==> src/rtl/palette_editor_if.sv <==
// ============================================================================
//  Module      : palette_editor_if
//  Description : Button-pulse and palette-RAM bundle for palette_editor.
//                master = pulse source / RAM side, slave = the editor.
//  Revision    : 1.0 - initial release
// ============================================================================
`default_nettype none

interface palette_editor_if #(
  parameter int ADDR_W = 4
);
  // Debounced one-cycle button pulses
  logic              next_entry;
  logic              prev_entry;
  logic              chan_next;
  logic              inc;
  logic              dec;
  logic              commit;
  // Palette RAM port
  logic [23:0]       ram_rdata;
  logic [ADDR_W-1:0] ram_addr;
  logic [23:0]       ram_wdata;
  logic              ram_wren;
  // Editor status
  logic [ADDR_W-1:0] entry_idx;
  logic [23:0]       edit_color;
  logic [1:0]        chan;
  logic              dirty;
  logic              busy;

  modport master (
    output next_entry, prev_entry, chan_next, inc, dec, commit, ram_rdata,
    input  ram_addr, ram_wdata, ram_wren, entry_idx, edit_color, chan, dirty, busy
  );

  modport slave (
    input  next_entry, prev_entry, chan_next, inc, dec, commit, ram_rdata,
    output ram_addr, ram_wdata, ram_wren, entry_idx, edit_color, chan, dirty, busy
  );
endinterface

`default_nettype wire

==> src/rtl/palette_editor.sv <==
// ============================================================================
//  Module      : palette_editor
//  Description : Steps through a 2**ADDR_W entry, 24-bit colour palette,
//                loads the selected entry, lets the user adjust R/G/B with
//                saturating STEP increments, and writes it back on commit.
//                Optional macro PALETTE_AUTOCOMMIT_EN: a dirty edit is written
//                back automatically before moving to another entry.
//  Revision    : 1.0 - initial release
// ============================================================================
`default_nettype none

module palette_editor #(
  parameter int ADDR_W = 4,
  parameter int STEP   = 8
) (
  input  wire logic        clk,
  input  wire logic        reset,
  palette_editor_if.slave  bus
);

  localparam logic [8:0] c_STEP9 = 9'(STEP);

  typedef enum logic [1:0] {
    S_LOAD_REQ = 2'd0,
    S_LOAD_CAP = 2'd1,
    S_EDIT     = 2'd2,
    S_WRITE    = 2'd3
  } state_t;

  state_t            r_state;
  logic [ADDR_W-1:0] r_idx;
  logic [23:0]       r_color;
  logic [1:0]        r_chan;
  logic              r_dirty;
  logic              r_wren;
  logic              r_busy;
`ifdef PALETTE_AUTOCOMMIT_EN
  logic [ADDR_W-1:0] r_tgt;   // index to load once the automatic write completes
  logic              r_auto;  // current WRITE was caused by an index change
`endif

  logic [ADDR_W-1:0] w_inc_idx;
  logic [ADDR_W-1:0] w_dec_idx;
  logic [ADDR_W-1:0] w_tgt_idx;
  logic              w_idx_move;
  logic              w_adj;
  logic [7:0]        w_cur;
  logic [8:0]        w_sum;
  logic [7:0]        w_new_ch;
  logic [23:0]       w_new_color;
  logic              w_changed;

  // Index arithmetic wraps naturally at the ADDR_W boundary
  assign w_inc_idx  = r_idx + 1'b1;
  assign w_dec_idx  = r_idx - 1'b1;
  assign w_tgt_idx  = bus.next_entry ? w_inc_idx : w_dec_idx;
  assign w_idx_move = bus.next_entry ^ bus.prev_entry;
  assign w_adj      = bus.inc ^ bus.dec;
  assign w_sum      = {1'b0, w_cur} + c_STEP9;
  assign w_changed  = (w_new_ch != w_cur);

  // Saturating adjustment of the selected channel, other channels pass through
  always_comb begin
    w_cur       = r_color[7:0];
    w_new_ch    = w_cur;
    w_new_color = r_color;
    case (r_chan)
      2'd0:    w_cur = r_color[23:16];
      2'd1:    w_cur = r_color[15:8];
      default: w_cur = r_color[7:0];
    endcase
    if (bus.inc) begin
      w_new_ch = w_sum[8] ? 8'hFF : w_sum[7:0];
    end else if ({1'b0, w_cur} < c_STEP9) begin
      w_new_ch = 8'h00;
    end else begin
      w_new_ch = w_cur - c_STEP9[7:0];
    end
    case (r_chan)
      2'd0:    w_new_color[23:16] = w_new_ch;
      2'd1:    w_new_color[15:8]  = w_new_ch;
      default: w_new_color[7:0]   = w_new_ch;
    endcase
  end

  // Load / edit / write-back state machine with registered outputs
  always_ff @(posedge clk or posedge reset) begin
    if (reset) begin
      r_state <= S_LOAD_REQ;
      r_idx   <= '0;
      r_color <= '0;
      r_chan  <= 2'd0;
      r_dirty <= 1'b0;
      r_wren  <= 1'b0;
      r_busy  <= 1'b1;
`ifdef PALETTE_AUTOCOMMIT_EN
      r_tgt   <= '0;
      r_auto  <= 1'b0;
`endif
    end else begin
      case (r_state)
        S_LOAD_REQ: begin
          r_state <= S_LOAD_CAP;
        end
        S_LOAD_CAP: begin
          r_color <= bus.ram_rdata;
          r_dirty <= 1'b0;
          r_state <= S_EDIT;
          r_busy  <= 1'b0;
        end
        S_EDIT: begin
          if (bus.commit) begin
            r_state <= S_WRITE;
            r_wren  <= 1'b1;
            r_busy  <= 1'b1;
          end else if (w_idx_move) begin
            r_busy <= 1'b1;
`ifdef PALETTE_AUTOCOMMIT_EN
            if (r_dirty) begin
              r_tgt   <= w_tgt_idx;
              r_auto  <= 1'b1;
              r_wren  <= 1'b1;
              r_state <= S_WRITE;
            end else begin
              r_idx   <= w_tgt_idx;
              r_state <= S_LOAD_REQ;
            end
`else
            r_idx   <= w_tgt_idx;
            r_state <= S_LOAD_REQ;
`endif
          end else if (bus.chan_next) begin
            r_chan <= (r_chan == 2'd2) ? 2'd0 : r_chan + 2'd1;
          end else if (w_adj && w_changed) begin
            r_color <= w_new_color;
            r_dirty <= 1'b1;
          end
        end
        S_WRITE: begin
          r_wren  <= 1'b0;
          r_dirty <= 1'b0;
`ifdef PALETTE_AUTOCOMMIT_EN
          if (r_auto) begin
            r_auto  <= 1'b0;
            r_idx   <= r_tgt;
            r_state <= S_LOAD_REQ;
          end else begin
            r_state <= S_EDIT;
            r_busy  <= 1'b0;
          end
`else
          r_state <= S_EDIT;
          r_busy  <= 1'b0;
`endif
        end
        default: begin
          r_state <= S_LOAD_REQ;
          r_busy  <= 1'b1;
        end
      endcase
    end
  end

  assign bus.ram_addr   = r_idx;
  assign bus.ram_wdata  = r_color;
  assign bus.ram_wren   = r_wren;
  assign bus.entry_idx  = r_idx;
  assign bus.edit_color = r_color;
  assign bus.chan       = r_chan;
  assign bus.dirty      = r_dirty;
  assign bus.busy       = r_busy;

endmodule

`default_nettype wire

==> src/flat_wrapper.sv <==
// flat-port wrapper written by rule: the top's interface ports become plain ports
module palette_editor_flat 
#(
  parameter int ADDR_W = 4,
  parameter int STEP   = 8
)
  (clk, reset, bus_next_entry, bus_prev_entry, bus_chan_next, bus_inc, bus_dec, bus_commit, bus_ram_rdata, bus_ram_addr, bus_ram_wdata, bus_ram_wren, bus_entry_idx, bus_edit_color, bus_chan, bus_dirty, bus_busy);
  palette_editor_if #(.ADDR_W(ADDR_W)) bus_i ();
  input  wire logic clk;
  input  wire logic reset;
  input wire logic [$bits(bus_i.next_entry)-1:0] bus_next_entry;
  input wire logic [$bits(bus_i.prev_entry)-1:0] bus_prev_entry;
  input wire logic [$bits(bus_i.chan_next)-1:0] bus_chan_next;
  input wire logic [$bits(bus_i.inc)-1:0] bus_inc;
  input wire logic [$bits(bus_i.dec)-1:0] bus_dec;
  input wire logic [$bits(bus_i.commit)-1:0] bus_commit;
  input wire logic [$bits(bus_i.ram_rdata)-1:0] bus_ram_rdata;
  output wire logic [$bits(bus_i.ram_addr)-1:0] bus_ram_addr;
  output wire logic [$bits(bus_i.ram_wdata)-1:0] bus_ram_wdata;
  output wire logic [$bits(bus_i.ram_wren)-1:0] bus_ram_wren;
  output wire logic [$bits(bus_i.entry_idx)-1:0] bus_entry_idx;
  output wire logic [$bits(bus_i.edit_color)-1:0] bus_edit_color;
  output wire logic [$bits(bus_i.chan)-1:0] bus_chan;
  output wire logic [$bits(bus_i.dirty)-1:0] bus_dirty;
  output wire logic [$bits(bus_i.busy)-1:0] bus_busy;
  assign bus_i.next_entry = bus_next_entry;
  assign bus_i.prev_entry = bus_prev_entry;
  assign bus_i.chan_next = bus_chan_next;
  assign bus_i.inc = bus_inc;
  assign bus_i.dec = bus_dec;
  assign bus_i.commit = bus_commit;
  assign bus_i.ram_rdata = bus_ram_rdata;
  assign bus_ram_addr = bus_i.ram_addr;
  assign bus_ram_wdata = bus_i.ram_wdata;
  assign bus_ram_wren = bus_i.ram_wren;
  assign bus_entry_idx = bus_i.entry_idx;
  assign bus_edit_color = bus_i.edit_color;
  assign bus_chan = bus_i.chan;
  assign bus_dirty = bus_i.dirty;
  assign bus_busy = bus_i.busy;
  palette_editor #(.ADDR_W(ADDR_W), .STEP(STEP)) u_core (.clk(clk), .reset(reset), .bus(bus_i));
endmodule
==> config.mk <==
export PLATFORM = sky130hd
export DESIGN_NAME = palette_editor_flat
export DESIGN_NICKNAME = d
export VERILOG_FILES = /design/src/rtl/palette_editor_if.sv /design/src/rtl/palette_editor.sv /design/src/flat_wrapper.sv
export SDC_FILE = /design/constraint.sdc
export NUM_CORES = 1
export LEC_CHECK = 0
export BUFFER_PORTS_ARGS = -buffer_cell sky130_fd_sc_hd__buf_2
export CORE_ASPECT_RATIO = 0.9
export CORE_MARGIN = 4
export CORE_UTILIZATION = 35
export CTS_CLUSTER_SIZE = 14
export DETAILED_ROUTE_END_ITERATION = 16
export PLACE_DENSITY = 0.71
export SYNTH_ARGS = -nofsm -noshare
export SYNTH_HDL_FRONTEND = slang
export SYNTH_SLANG_ARGS = --single-unit
==> constraint.sdc <==
create_clock -name clk -period 2.7 [get_ports clk]
set_input_delay 0.54 -clock clk [delete_from_list [all_inputs] [get_ports clk]]
set_output_delay 0.54 -clock clk [all_outputs]
set_load 0.005 [all_outputs]
* Word level (Yosys, flattened, before mapping)
Cells that the tools add are included.
** Storage, ports and cells
- Flip-flop bits (word level) :: 35
- Word-level logic and storage cells :: 77
- Input port bits :: 32
** Cells by class
- $lt $le $gt $ge :: 1
- Muxes and demuxes :: 27
- Equal/unequal tests :: 15
- Reductions and logical operators :: 16
- Bitwise operators :: 4
- $add $sub $neg :: 5
** Operators with widths (count)
- $mux W24 :: 4
- $mux W8 :: 6
- $pmux W24 S2 :: 1
- $reduce_and A6 Y1 :: 3
- $pmux W8 S2 :: 1
- $ne A2 B2 Y1 const B :: 7
- $add A8 B4 Y9 const B :: 1
- $lt A8 B4 Y1 const B :: 1
- $ne A8 B8 Y1 :: 1
- $sub A8 B4 Y8 const B :: 1
- $mux W1 :: 7
- $eq A2 B2 Y1 const B :: 3
- $mux W2 :: 3
- $pmux W1 S2 :: 3
- $pmux W2 S3 :: 1
- $reduce_bool A2 Y1 :: 3
- $reduce_and A5 Y1 :: 1
- $add A4 B1 Y4 const B :: 1
- $eq A2 B1 Y1 const B :: 2
- $logic_not A2 Y1 :: 2
- $mux W4 :: 1
- $reduce_and A2 Y1 :: 2
- $reduce_and A4 Y1 :: 1
- $reduce_or A2 Y1 :: 2
- 8 further kinds :: 10

* Longest topological paths before layout
Gate-level depths: netlist (run 1).
- Word-level depth :: 12
- Mapped depth :: 9

* Worst setup path after synthesis (run 1)
OpenSTA, ideal clock, no wires.
- Path type :: reg-to-reg
- Start :: register u_core.r_chan[0] (netlist: u_core.bus.chan[0])
- End :: register u_core.r_color[16] (netlist: u_core.bus.edit_color[16])
- Cell stages (with the launch flop) :: 9
- Arrival time :: 2.249 ns
- Path buffers :: 1
- Setup time :: 0.125 ns
- Period minus slack after synthesis :: 2.373 ns
- Slack :: 0.327 ns
- Cell sequence :: dfrtp_1 > buf_4 > mux2i_1 > o21ai_2 > nand2_1 > or4_4 > o21ai_4 > a2bb2oi_4 > mux2_2
** Between the ends
- Cells in the longest elaborated chain, start to end :: 11
- Elaborated cells on any way between the ends :: 20
- Classes of those cells :: add/sub (2); order compare (1); eq/ne (4); mux (10); reduce/logical (3)
** Ends and longest elaborated chain
- from (decl) :: RTL line palette_editor.sv:33 : logic [1:0] r_chan;
- from (signal assigned) :: RTL line palette_editor.sv:133 : r_chan <= (r_chan == 2'd2) ? 2'd0 : r_chan + 2'd1;
- $eq A2 B1 Y1 or $logic_not A2 Y1 (tied branches) :: RTL line palette_editor.sv:67, palette_editor.sv:79
- $pmux W8 S2 :: RTL line palette_editor.sv:67 : case (r_chan)
- $sub A8 B4 Y8, or another cell as far along :: RTL line palette_editor.sv:77 : w_new_ch = w_cur - c_STEP9[7:0];
- $mux W8 (on tied branches) :: RTL line palette_editor.sv:74, palette_editor.sv:73
- $mux W8 :: RTL line palette_editor.sv:72 : if (bus.inc) begin
- $mux W8 :: RTL line palette_editor.sv:79 : case (r_chan)
- $mux W24 :: RTL line palette_editor.sv:134 : end else if (w_adj && w_changed) begin
- $mux W24 :: RTL line palette_editor.sv:132 : end else if (bus.chan_next) begin
- $mux W24 :: RTL line palette_editor.sv:116 : end else if (w_idx_move) begin
- $mux W24 :: RTL line palette_editor.sv:112 : if (bus.commit) begin
- $pmux W24 S2 :: RTL line palette_editor.sv:101 : case (r_state)
- to (signal assigned) :: RTL line palette_editor.sv:106 : r_color <= bus.ram_rdata;
- to (signal assigned) :: RTL line palette_editor.sv:135 : r_color <= w_new_color;
- to (decl) :: RTL line palette_editor.sv:32 : logic [23:0] r_color;
Several ways; a longest one is shown, not always the timed one. The select of a mux whose other input is x is not followed.
A chain may end at the register's enable or synchronous reset.

* Worst setup path in the final report (run 1)
- Start :: register u_core.r_chan[0] (netlist: u_core.bus.chan[0])
- End :: register u_core.r_color[2] (netlist: u_core.bus.edit_color[2])
** Between the ends
- Cells in the longest elaborated chain, start to end :: 11
- Elaborated cells on any way between the ends :: 21
- Classes of those cells :: add/sub (2); order compare (1); eq/ne (4); mux (10); reduce/logical (4)
** Ends and longest elaborated chain (RTL line)
- $eq A2 B1 Y1 or $logic_not A2 Y1 (tied branches) :: palette_editor.sv:67, palette_editor.sv:79
- $pmux W8 S2 :: palette_editor.sv:67
- $sub A8 B4 Y8, or another cell as far along :: palette_editor.sv:77
- $mux W8 (on tied branches) :: palette_editor.sv:74, palette_editor.sv:73
- $mux W8 :: palette_editor.sv:72
- $mux W8 :: palette_editor.sv:79
- $mux W24 :: palette_editor.sv:134
- $mux W24 :: palette_editor.sv:132
- $mux W24 :: palette_editor.sv:116
- $mux W24 :: palette_editor.sv:112
- $pmux W24 S2 :: palette_editor.sv:101
Several ways; a longest one is shown, not always the timed one. The select of a mux whose other input is x is not followed.

==> out/summary.md, run 1 <==
- **fraction of power consumed by sequential logic** 0.280
- **combinational share of power** 0.622
- **primary flip-flop cell chosen by synthesis mapping** dfrtp_1
- **leading cell types in the layout, fill and taps excluded** buf_2, nand2_1, dfrtp_1
- **iteration count of the initial detailed-routing pass** 4
- **total wire length** 6427 um
- **P per Cell Area** 1258 nW/um2
- **CP Launch Type** register
- **unrepaired setup endpoints after global routing** false
- **clock insertion delay at the later pin of the skew report** 0.29 ns
- **Clock Tree Buf Depth** 2
- **CTS H-Tree Depth** 2
- **die outline area** 8341 um2
- **EDFF count, synth** 0
- **TritonCTS Sinks** 35
- **combined global-route utilization of all metal layers** 0.1580
- **buffers plus inverters on the worst setup path** 1
- **Final HPWL DP** 5004 um
- **number of antenna-violating nets in the routed design** 0
- **slew of the pin with the lowest slew margin** 0.8298 ns
- **number of antenna cells inserted** 0
- **average wire per standard cell** 14.74 um
- **wire length of the first global-routing pass** 10,290 um
- **P_leak** 1.520 nW
- **switching portion of total power** 0.4513
- **detailed-route DRC error count** 0
- **Switching Power** 1.687 mW
- **Pint** 2.050 mW
- **Setup-failing EPs final** 0
- **leading cell type in the layout, fill and taps excluded** buf_2
- **library cells used by synthesis** 44
- **worst slew margin relative to its limit** 0.4462
- **Via density** 4.901
- **Post-Synthesis Net Count** 306
- **standard cell with the maximum stage delay on the critical path** o22ai_2
- **Max Freq** 0.3918 GHz
- **CP arrival** 2.72 ns
- **final slew viol count** 0
- **Die H** 87.05 um
- **met2 track utilization from global routing** 0.2557
- **#FFs+latches synth** 35
- **cell count after placement** 425
- **area of the placeable core** 6656 um2
- **clock tree from TritonCTS** built
- **Crit path required time** 2.86 ns
- **total cell area at the placement stage** 2836 um2
- **IR drop worst, VDD** 478.4 uV
- **final hold violations** 0
- **non-filler instance count after layout** 436
- **clock slew at reported path FFs** 0.07 ns
- **count of mapped cells out of synthesis** 271
- **share of flip-flops with an asynchronous set or reset after synthesis** 1.000
- **share of the clock period used by the worst path after layout** 0.9453
- **maximum net fanout on the critical path** 8
- **area of the mapped netlist** 2430 um2
- **initial antenna violation count** 0
- **crit path cell chain** buf_4 > mux2i_1 > o21ai_1 > nand3_1 > o31ai_1 > o21ai_4 > o22ai_2 > mux2_2
- **number of global-route vias before repair** 2,066
- **sequential-to-total area share from yosys stat** 0.3610
- **part of the total power dissipated in the clock network** 0.098
- **most crowded layer after global routing** met2
- **status** finished clean
- **Fin Setup TNS** 0 ns
- **shortest clock period the worst path allows after layout** 2.552 ns
- **Mapped Avg Cell Area** 8.966 um2
- **layout-stage area growth over the synthesis result** 22.30%
- **port buffer count** 92
- **horizontal die dimension** 95.83 um
- **Top delay family on crit path** compound AO/OA/AOI/OAI gates
- **global-route congestion overflow total** 0
- **Post-Route Skew** 0.01225 ns
- **starting density of the core** 0.3650
- **standard-cell rows** 28
- **Inserted Clock Buffers** 5
- **CTS root buf** clkbuf_8
- **Hold Crit Class** input pin to async pin
- **layout cells sized above 1** 0.4075
- **GP Congestion** 0.8925
- **Warnings, synthesis** 0
- **type of element capturing the critical path** register
- **delay of the slowest cell on the worst path** 0.47 ns
- **category of the critical setup timing path** register to register
- **post-layout util** 0.4464
- **vias post-DR** 2,137
- **I/O pin count** 93
- **summed area of non-filler cells in the final layout** 2972 um2
- **met1 usage** 0.2185
- **met3 Use GR** 0.02679
- **maximum number of pins on one net before global-route repair** 24
- **Final #Nets** 380
- **maximum capacitance violations** 0
- **DRT iter0 DRCs** 172
==> worst register-to-register path, stage by stage (launching register included) <==
cell     delay (ns)
dfrtp_1        0.41
buf_4          0.17
mux2i_1        0.12
o21ai_1        0.20
nand3_1        0.14
o31ai_1        0.39
o21ai_4        0.14
o22ai_2        0.47
mux2_2         0.39
==> flip-flops by register name, summed over array words and instances, names as in the netlist <==
register               flops
u_core.bus.ram_wren        1
u_core.bus.dirty           1
u_core.bus.edit_color     24
u_core.bus.entry_idx       4
u_core.bus.busy            1
u_core.r_state             2
u_core.bus.chan            2
==> worst paths after layout <==
path                                                 from                                    end  slack (ns)  cells past startpoint
max in group asynchronous                           reset   u_core.bus.edit_color[8]$_DFFE_PP0P_        1.66                      3
min in group clk              u_core.bus.busy$_DFFE_PP1P_            u_core.bus.busy$_DFFE_PP1P_        0.46                      2
min                                                 reset  u_core.bus.edit_color[16]$_DFFE_PP0P_        0.41                      2
max reg2reg                u_core.bus.chan[0]$_DFFE_PP0P_   u_core.bus.edit_color[2]$_DFFE_PP0P_        0.15                      8
max                        u_core.bus.chan[0]$_DFFE_PP0P_   u_core.bus.edit_color[2]$_DFFE_PP0P_        0.15                      8
min reg2reg                   u_core.bus.busy$_DFFE_PP1P_            u_core.bus.busy$_DFFE_PP1P_        0.46                      2
==> repair_timing <==
action | in CTS | in global routing
setup endpoints to repair | 0 | 17
hold buffers | 0 | 0
setup buffers | 0 | 3
gates resized for setup | 0 | 1
==> Yosys cell counts (2+ instances only) <==
cell type / number / area, um2
nand2_1: 55 / 206.5
dfrtp_1: 34 / 850.8
buf_4: 29 / 217.7
mux2_2: 18 / 202.7
nor2_1: 13 / 48.80
a21oi_1: 11 / 55.05
clkbuf_1: 11 / 41.29
mux2i_1: 11 / 110.1
o21ai_0: 10 / 50.05
inv_1: 9 / 33.78
nand3_1: 7 / 35.03
mux2_1: 6 / 67.56
nor3_1: 4 / 20.02
o21ai_1: 4 / 20.02
o221ai_1: 4 / 35.03
xnor2_1: 4 / 35.03
a21boi_0: 3 / 22.52
a21o_1: 3 / 22.52
a31oi_1: 3 / 18.77
a2bb2oi_4: 2 / 52.55
ha_1: 2 / 25.02
nand4_1: 2 / 12.51
o21a_1: 2 / 15.01
o31ai_1: 2 / 15.01
or4_1: 2 / 15.01
xor2_1: 2 / 17.52
==> logic make-up (layout without fill, tap and decap cells) <==
group                      after synthesis  after routing  share of synthesized area
and+or+nand+nor                         90             90                     0.1607
xor gates and xnor gates                 6              6                    0.02163
muxes                                   35             35                     0.1565
DFF                                     35             35                     0.3610
AOI/OAI and AO/OA                       52             52                     0.1591
buffers and inverters                   50            125                     0.1226
adders and majority gates                3              3                    0.01854
==> per-layer routing <==
metal / wire length [um] / share of wire / vias to the layer above
met4: 59 / 0.0092 / 0
li1: - / - / 1060
met3: 440 / 0.068 / 4
met5: 0 / 0 / -
met2: 3007 / 0.47 / 78
met1: 2920 / 0.45 / 995
==> power groups by stage <==
stage	clock network [mW]	logic [mW]	registers [mW]
floorplan	0	1.67	1.01
global placement	0	2.22	1.05
detailed placement	0	2.27	1.06
CTS	0.378	2.28	1.05
global route	0.396	2.60	1.09
finish	0.364	2.32	1.05
==> per-stage QoR <==
step                total power [mW]  hold slack [ns]  setup slack (ns)
floorplan                      2.677           0.4505            0.3266
global placement               3.273           0.4486            0.1169
detailed placement             3.332           0.4517           0.07592
CTS                            3.711           0.4314           0.05962
global route                   4.086           0.4848           0.02812
finish                         3.737           0.4092            0.1476
==> area by class of cell <==
cell class / instances / area [um2]
flip-flops and latches: 35 / 877.1
fillers: 691 / 3685
repair buffers: 108 / 605.6
clock buffers: 7 / 76.32
multi-input cells: 186 / 1261
well taps: 90 / 112.6
clock inverters: 1 / 5.005
inverters: 9 / 33.78
Note: power is estimated with default switching activity, not from simulation.
==> inputs of run 2 (changes only) <==
--- a/config.mk
+++ b/config.mk
@@ -6,7 +6,6 @@
 export NUM_CORES = 1
 export LEC_CHECK = 0
 export BUFFER_PORTS_ARGS = -buffer_cell sky130_fd_sc_hd__buf_2
-export CORE_ASPECT_RATIO = 0.9
 export CORE_MARGIN = 4
 export CORE_UTILIZATION = 35
 export CTS_CLUSTER_SIZE = 14
==> run 2 against run 1 <==
Against the previous run: via count down 0.94%; hold slack got worse by 0.072 ns; maximum frequency about the same; first-iteration DRC count fell by 41%; worst setup slack improved by 0.0023 ns; core utilization shrank 0.46 points; design area rose by 0.46%; largest power group unchanged.
==> out/summary.md, run 2 (synthesis results as in run 1) <==
- **status** finished clean
- **wire length of the first global-routing pass** 9811 um
- **leading cell type in the layout, fill and taps excluded** buf_2
- **final slew viol count** 0
- **global-route congestion overflow total** 0
- **unrepaired setup endpoints after global routing** false
- **iteration count of the initial detailed-routing pass** 4
- **number of global-route vias before repair** 2,035
- **standard-cell rows** 30
- **Reg2Reg Depth** 9
- **number of antenna-violating nets in the routed design** 0
- **post-layout util** 0.4419
- **TritonCTS Sinks** 35
- **maximum number of pins on one net before global-route repair** 36
- **layout cells sized above 1** 0.4150
- **port buffer count** 92
- **IR drop worst, VDD** 522.5 uV
- **CTS H-Tree Depth** 2
- **vias post-DR** 2,117
- **Die H** 91.32 um
- **Via density** 4.958
- **average wire per standard cell** 14.47 um
- **Final HPWL DP** 4638 um
- **clock insertion delay at the later pin of the skew report** 0.29 ns
- **clock slew at reported path FFs** 0.07 ns
- **Clock Tree Buf Depth** 2
- **Max Freq** 0.3921 GHz
- **layout-stage area growth over the synthesis result** 22.86%
- **total wire length** 6180 um
- **Critical R2R Capture** u_core.bus.edit_color[19]$_DFFE_PP0P_
- **CP arrival** 2.72 ns
- **number of antenna cells inserted** 0
- **category of the critical setup timing path** register to register
- **maximum net fanout on the critical path** 7
- **DRT iter0 DRCs** 101
- **I/O pin count** 93
- **detailed-route DRC error count** 0
- **type of element capturing the critical path** register
- **Crit path required time** 2.87 ns
- **die outline area** 8339 um2
- **Inserted Clock Buffers** 5
- **slew of the pin with the lowest slew margin** 0.5062 ns
- **starting density of the core** 0.3596
- **CTS root buf** clkbuf_8
- **P per Cell Area** 1260 nW/um2
- **cell count after placement** 415
- **Post-Route Skew** 0.01100 ns
- **P_leak** 1.529 nW
- **GP Congestion** 0.9244
- **worst slew margin relative to its limit** 0.6599
- **horizontal die dimension** 91.32 um
- **maximum capacitance violations** 0
- **Largest register FFs** 24
- **leading cell types in the layout, fill and taps excluded** buf_2, nand2_1, dfrtp_1
- **combined global-route utilization of all metal layers** 0.1466
- **final hold violations** 0
- **area of the placeable core** 6756 um2
- **Setup-failing EPs final** 0
- **Final #Nets** 381
- **Hold Crit Class** input pin to async pin
- **initial antenna violation count** 0
- **shortest clock period the worst path allows after layout** 2.550 ns
- **clock tree from TritonCTS** built
- **share of the clock period used by the worst path after layout** 0.9445
- **minimum setup slack among reg-to-reg paths** 0.15 ns
- **non-filler instance count after layout** 427
- **CP Launch Type** register
- **start of the worst register-to-register path** u_core.bus.chan[0]$_DFFE_PP0P_
run 2: cell types whose count changed in the layout (fill, tap and decap cells not counted):
cell      change
o21ai_0       -3
o21ai_1       +3
buf_4         +1
clkbuf_1      -1
clkbuf_8      +1
dfrtp_1       -1
dfrtp_2       +1
o22ai_2       -1
o22ai_4       +1
run 2: worst max-delay path, cell delays in order, from the launching register on:
cell and delay, ns:
dfrtp_2 0.46, buf_4 0.18, mux2i_1 0.12, o21ai_1 0.25, nand3_1 0.14, or4_4 0.45, o21ai_4 0.14, a2bb2oi_4 0.21
buf_4 0.16, mux2_1 0.32
run 2: cell type report:
| class | count | area (um2) |
|---|---|---|
| clock buffers | 7 | 86.33 |
| clock inverters | 1 | 5.005 |
| fillers | 696 | 3771 |
| inverters | 9 | 33.78 |
| multi-input cells | 186 | 1269 |
| flip-flops and latches | 35 | 878.3 |
| well taps | 80 | 100.1 |
| repair buffers | 109 | 613.1 |
run 2: metrics by stage:
stage	cell area [um2]	hold slack (ns)	setup TNS [ns]	setup WS, ns	total power [mW]
2_1_floorplan	2430	0.4505	0	0.3266	2.677
3_3_place_gp	2824	0.4469	0	0.04585	3.257
3_5_place_dp	2824	0.4605	-0.1226	-0.02385	3.308
4_1_cts	2915	0.3479	0	0.004568	3.718
5_1_grt	2985	0.3753	0	0.03857	4.100
6_report	2985	0.3376	0	0.1499	3.761
run 2: where the power goes:
group	leakage, nW	switching (mW)	internal [mW]
logic	1.05	1.22	1.10
registers	0.426	0.261	0.778
clock network	0.0482	0.188	0.206
run 2: repair_timing:
item | CTS | global route
setup endpoints to repair | 13 | 21
pin swaps | 1 | 4
setup buffers | 0 | 4
gates resized for setup | 1 | 5
hold buffers | 0 | 0
cloned | 0 | 0
run 2: layer usage:
| metal | global-route usage | vias up | part of all wire |
|---|---|---|---|
| met2 | 0.2465 | 71 | 0.48 |
| met4 | 0.04899 | 0 | 0.013 |
| met1 | 0.1892 | 974 | 0.44 |
| met3 | 0.02651 | 6 | 0.058 |
| li1 | - | 1066 | - |
| met5 | 0 | - | 0 |
run 2: how the worst max path moves through the flow:
| stage | from | to | slack [ns] | cells after the start |
|---|---|---|---|---|
| after floorplan | u_core.bus.chan[0]$_DFFE_PP0P_ | u_core.bus.edit_color[16]$_DFFE_PP0P_ | 0.33 | 8 |
| after global placement | u_core.bus.chan[0]$_DFFE_PP0P_ | u_core.bus.edit_color[16]$_DFFE_PP0P_ | 0.05 | 8 |
| after detailed placement | u_core.bus.chan[0]$_DFFE_PP0P_ | u_core.bus.edit_color[18]$_DFFE_PP0P_ | -0.02 | 8 |
| after CTS | u_core.bus.chan[0]$_DFFE_PP0P_ | u_core.bus.edit_color[18]$_DFFE_PP0P_ | 0.005 | 8 |
| after global routing | u_core.bus.chan[0]$_DFFE_PP0P_ | u_core.bus.edit_color[2]$_DFFE_PP0P_ | 0.04 | 8 |
| final | u_core.bus.chan[0]$_DFFE_PP0P_ | u_core.bus.edit_color[19]$_DFFE_PP0P_ | 0.15 | 9 |
